<file path="config.mk">
export PLATFORM = sky130hd
export DESIGN_NAME = hms_clock_ctrl
export DESIGN_NICKNAME = d
export VERILOG_FILES = /design/src/rtl/hms_clock_ctrl.sv
export SDC_FILE = /design/constraint.sdc
export NUM_CORES = 1
export LEC_CHECK = 0
export ABC_AREA = 0
export ABC_CLOCK_PERIOD_IN_PS = 2700
export CORE_UTILIZATION = 40
export DETAILED_ROUTE_END_ITERATION = 6
export HOLD_SLACK_MARGIN = 0.06
export SETUP_SLACK_MARGIN = 0.5
export SYNTH_ARGS = -nofsm -noshare
export SYNTH_HDL_FRONTEND = slang
export SYNTH_SLANG_ARGS = --single-unit
</file>
<file path="constraint.sdc">
create_clock -name clk -period 2.7 [get_ports clk]
set_clock_uncertainty 0.2 [all_clocks]
set_input_delay 0.54 -clock clk [delete_from_list [all_inputs] [get_ports clk]]
set_output_delay 0.54 -clock clk [all_outputs]
set_load 0.02 [all_outputs]
</file>
<file path="src/rtl/hms_clock_ctrl.sv">
// 24-hour time-keeping controller: 1 Hz prescaler, cascaded sec/min/hour counters
// and a RUN / SET_HOUR / SET_MIN mode FSM driven by pre-debounced button pulses.
module hms_clock_ctrl #(
    parameter int unsigned TICK_DIV = 50000000
) (
    input  logic       clk,
    input  logic       rstn,
    input  logic       btn_mode,
    input  logic       btn_inc,
    output logic [5:0] sec,
    output logic [5:0] min,
    output logic [4:0] hour,
    output logic [1:0] mode,
    output logic       sec_tick,
    output logic       min_tick,
    output logic       day_tick
);

    localparam int unsigned     PW        = (TICK_DIV > 1) ? $clog2(TICK_DIV) : 1;
    localparam logic [PW-1:0]   PRESC_MAX = PW'(TICK_DIV - 1);

    typedef enum logic [1:0] {
        StRun     = 2'd0,
        StSetHour = 2'd1,
        StSetMin  = 2'd2
    } state_e;

    state_e          state_q, state_d;
    logic [PW-1:0]   presc_q, presc_d;
    logic [5:0]      sec_q, sec_d;
    logic [5:0]      min_q, min_d;
    logic [4:0]      hour_q, hour_d;
    logic            sec_tick_q, sec_tick_d;
    logic            min_tick_q, min_tick_d;
    logic            day_tick_q, day_tick_d;

    always_ff @(posedge clk or negedge rstn) begin
        if (!rstn) begin
            state_q    <= StRun;
            presc_q    <= '0;
            sec_q      <= '0;
            min_q      <= '0;
            hour_q     <= '0;
            sec_tick_q <= 1'b0;
            min_tick_q <= 1'b0;
            day_tick_q <= 1'b0;
        end else begin
            state_q    <= state_d;
            presc_q    <= presc_d;
            sec_q      <= sec_d;
            min_q      <= min_d;
            hour_q     <= hour_d;
            sec_tick_q <= sec_tick_d;
            min_tick_q <= min_tick_d;
            day_tick_q <= day_tick_d;
        end
    end

    always_comb begin
        state_d    = state_q;
        presc_d    = presc_q;
        sec_d      = sec_q;
        min_d      = min_q;
        hour_d     = hour_q;
        sec_tick_d = 1'b0;
        min_tick_d = 1'b0;
        day_tick_d = 1'b0;

        unique case (state_q)
            StRun: begin
                // A mode press on the terminal prescaler count swallows that second.
                if (btn_mode) begin
                    state_d = StSetHour;
                    presc_d = '0;
                end else if (presc_q == PRESC_MAX) begin
                    presc_d    = '0;
                    sec_tick_d = 1'b1;
                    if (sec_q == 6'd59) begin
                        sec_d      = '0;
                        min_tick_d = 1'b1;
                        if (min_q == 6'd59) begin
                            min_d = '0;
                            if (hour_q == 5'd23) begin
                                hour_d     = '0;
                                day_tick_d = 1'b1;
                            end else begin
                                hour_d = hour_q + 5'd1;
                            end
                        end else begin
                            min_d = min_q + 6'd1;
                        end
                    end else begin
                        sec_d = sec_q + 6'd1;
                    end
                end else begin
                    presc_d = presc_q + 1'b1;
                end
            end
            StSetHour: begin
                presc_d = '0;
                if (btn_mode) begin
                    state_d = StSetMin;
                end else if (btn_inc) begin
                    hour_d = (hour_q == 5'd23) ? 5'd0 : hour_q + 5'd1;
                end
            end
            StSetMin: begin
                presc_d = '0;
                if (btn_mode) begin
                    state_d = StRun;
                    sec_d   = '0;
                end else if (btn_inc) begin
                    min_d = (min_q == 6'd59) ? 6'd0 : min_q + 6'd1;
                end
            end
            default: begin
                state_d = StRun;
                presc_d = '0;
            end
        endcase
    end

    assign sec      = sec_q;
    assign min      = min_q;
    assign hour     = hour_q;
    assign mode     = state_q;
    assign sec_tick = sec_tick_q;
    assign min_tick = min_tick_q;
    assign day_tick = day_tick_q;

endmodule

</file>
==> run metrics <==
outcome=complete, no violations; main combinational cell family by area after synthesis=simple AND/OR/NAND/NOR gates; Synth Warn #=0; clk_lat worst skew=0.30 ns; PwrDens=586 nW/um^2; total grt overflow=0; CTS buffer count=5; area leader, netlist=dfrtp_1; adder-cell share of the synthesized area=1.96%; Worst-Margin Slew=0.455 ns; Fmax=0.448 GHz; CTS root buf=clkbuf_8; syn_area_per_cell=10.3 sq um; CP arrival=2.22 ns; CP startpoint kind=register; row count=28; die width=82 um; critical path class=register to register; wire per inst=13.7 um; final setup vio count=0; maxcap violations=0; RSZ-0062 raised after global routing=yes; Setup crit end kind=register; initial drt markers=53; area delta synth->final=26.1%; post-synthesis compound-gate area fraction=8.85%; post-synthesis cell count=248; final hold viol count=0; clk buf depth=2; n_diodes=0; Top delay family on crit path=simple AND/OR/NAND/NOR gates; CTS tree=done; Cell variety after synth=55; Die Span Y=82 um; Final Cycle Share=82.7%; Leak=0.00140 uW; xor/xnor cell area share of the yosys netlist=7.87%; mux contribution to synthesized area=3.62%; Final Max Slew Viols=0; Total GRT Usage=17.2%; layout cells sized above 1=22.4%; global-route wire length before repair=8740 um; worst-path cell chain=nor4b_2 -> nand4_1 -> o41a_1 -> nand2b_4 -> mux2_4; hold_ws=0.311 ns; vias in the first global route=1819; post-layout min period=2.23 ns; slowest cell delay on critical path=0.51 ns; Clock Pin Slew Worst Setup and Hold Paths=0.09 ns; DRT Pass-1 Iters=4; Most used DFF post-synth=dfrtp_1; Max Fanout on Critical Path=4; DPL Wire Length=3310 um; Core ar.=6060 sq um; commonest non-fill, non-tap cells in the layout=46 x dfrtp_1, 35 x nor2_1, 21 x buf_4, 20 x clkdlybuf4s50_1; register area share after synthesis=46.9%; largest net degree at the start of global routing=49; Seq cells post-synth=48; Fillers=551; H-tree depth=2; Slew headroom=69.5%; Worst EP required=2.69 ns; Place WS=-0.0163 ns; RD Place Congestion=0.786; setup TNS=0 ns; top-area cell type share of the netlist area=46.9%; initial antenna violation count=0; Syn Nets=256; Setup WS post-layout=0.466 ns; Port Buffers=25; Design Power=1890 uW; number of synthesized flops with an enable pin=0; Nets=306; simple-gate area share of the yosys netlist=28.1%; post-route cell area=3230 sq um; Synth Cell Area=2560 sq um; Worst Hold Class=register to register; DRC viols=0; Post-DRT Antenna Nets=0; die area=6720 sq um; vias per cell=5.25; Initial Util=42.2%; Clock Sinks=48; Placed Area=2950 sq um; leading cell type in the layout, fill and taps excluded=dfrtp_1; worst path bufs/invs=0; Post-synth ARST share=100%; VDD IR max=375 uV; Post-Route WL=5140 um; Ports=26; synth top area cells=dfrtp_1 47%, nor2_1 5.1%, xnor2_1 4.4%; slowest stage cell, crit path=o41a_1; via count=1965
==> layout make-up <==
class	count	area, sq um	area share [%]
clock buffers	8	90.1	2.79
flip-flops and latches	48	1200	37.3
inverters	6	22.5	0.698
well taps	75	93.8	2.91
repair buffers	50	463	14.3
multi-input cells	187	1360	42.0
==> sequential cells by signal, summed over array words and instances, names as in the netlist <==
name and cells:
hour 5, day_tick 1, min 6, mode 2
sec_tick 1, sec 6, presc_q 26, min_tick 1
==> stage by stage <==
| stage | cells | utilization, % |
|---|---|---|
| floorplan | 248 | - |
| global placement | 350 | 48.6 |
| detailed placement | 350 | 48.6 |
| CTS | 371 | 52.1 |
| global route | 374 | 53.3 |
| finish | 374 | 53.3 |
==> Yosys cell counts (all sizes together) (2+ instances only) <==
master,instances
a21o,2
nor3,9
o31ai,3
and2,2
nor2b,3
a22o,2
nand3,18
nand3b,2
nor4,5
or3,3
o41ai,2
ha,4
dfrtp,48
mux2,6
and2b,2
xnor2,13
xor2,10
and4,3
a21oi,6
nand2b,3
clkbuf,2
or4,2
o21ai,10
nor4b,2
nand4,7
inv,6
and3,4
buf,5
nand2,16
nor2,35
==> layer usage <==
metal / routed length, um / up-vias / global-route usage [%]
met4: 59 / 0 / 5.26
li1: - / 981 / -
met1: 2570 / 952 / 23.5
met5: 0 / - / 0
met3: 134 / 6 / 3.33
met2: 2370 / 26 / 27.2
==> worst paths after layout <==
check / startpoint / endpoint / slack [ns] / cells past startpoint
min: min[4] / min[4] / 0.31 / 1
max reg2reg: presc_q[7] / min[1] / 0.47 / 5
min reg2reg: min[4] / min[4] / 0.31 / 1
max in group asynchronous: rstn / presc_q[8] / 1.52 / 3
max: presc_q[7] / min[1] / 0.47 / 5
min in group asynchronous: rstn / sec[0] / 0.55 / 3
==> cells by family (layout without fill, tap and decap cells) <==
family,Yosys count,count (layout)
adder cells (fa/ha/maj),4,4
AO/OA/AOI/OAI,33,33
XOR/XNOR,23,23
multiplexers,7,7
buffers and inverters,13,64
AND/OR/NAND/NOR,120,120
flip-flops,48,48
==> where the power goes <==
group | internal [uW] | switching [uW] | total, uW
clock | 209 | 228 | 437
sequential | 791 | 85.3 | 876
combinational | 274 | 306 | 579
total | 1270 | 619 | 1890
==> timing repair <==
action	4_1_cts	5_1_grt
gates resized for setup	10	12
setup endpoints to repair	21	27
pin swaps	10	8
hold buffers	1	0
hold endpoints to repair	48	0
buffers inserted	12	3
No activity file was read; power rests on OpenSTA's default activity.
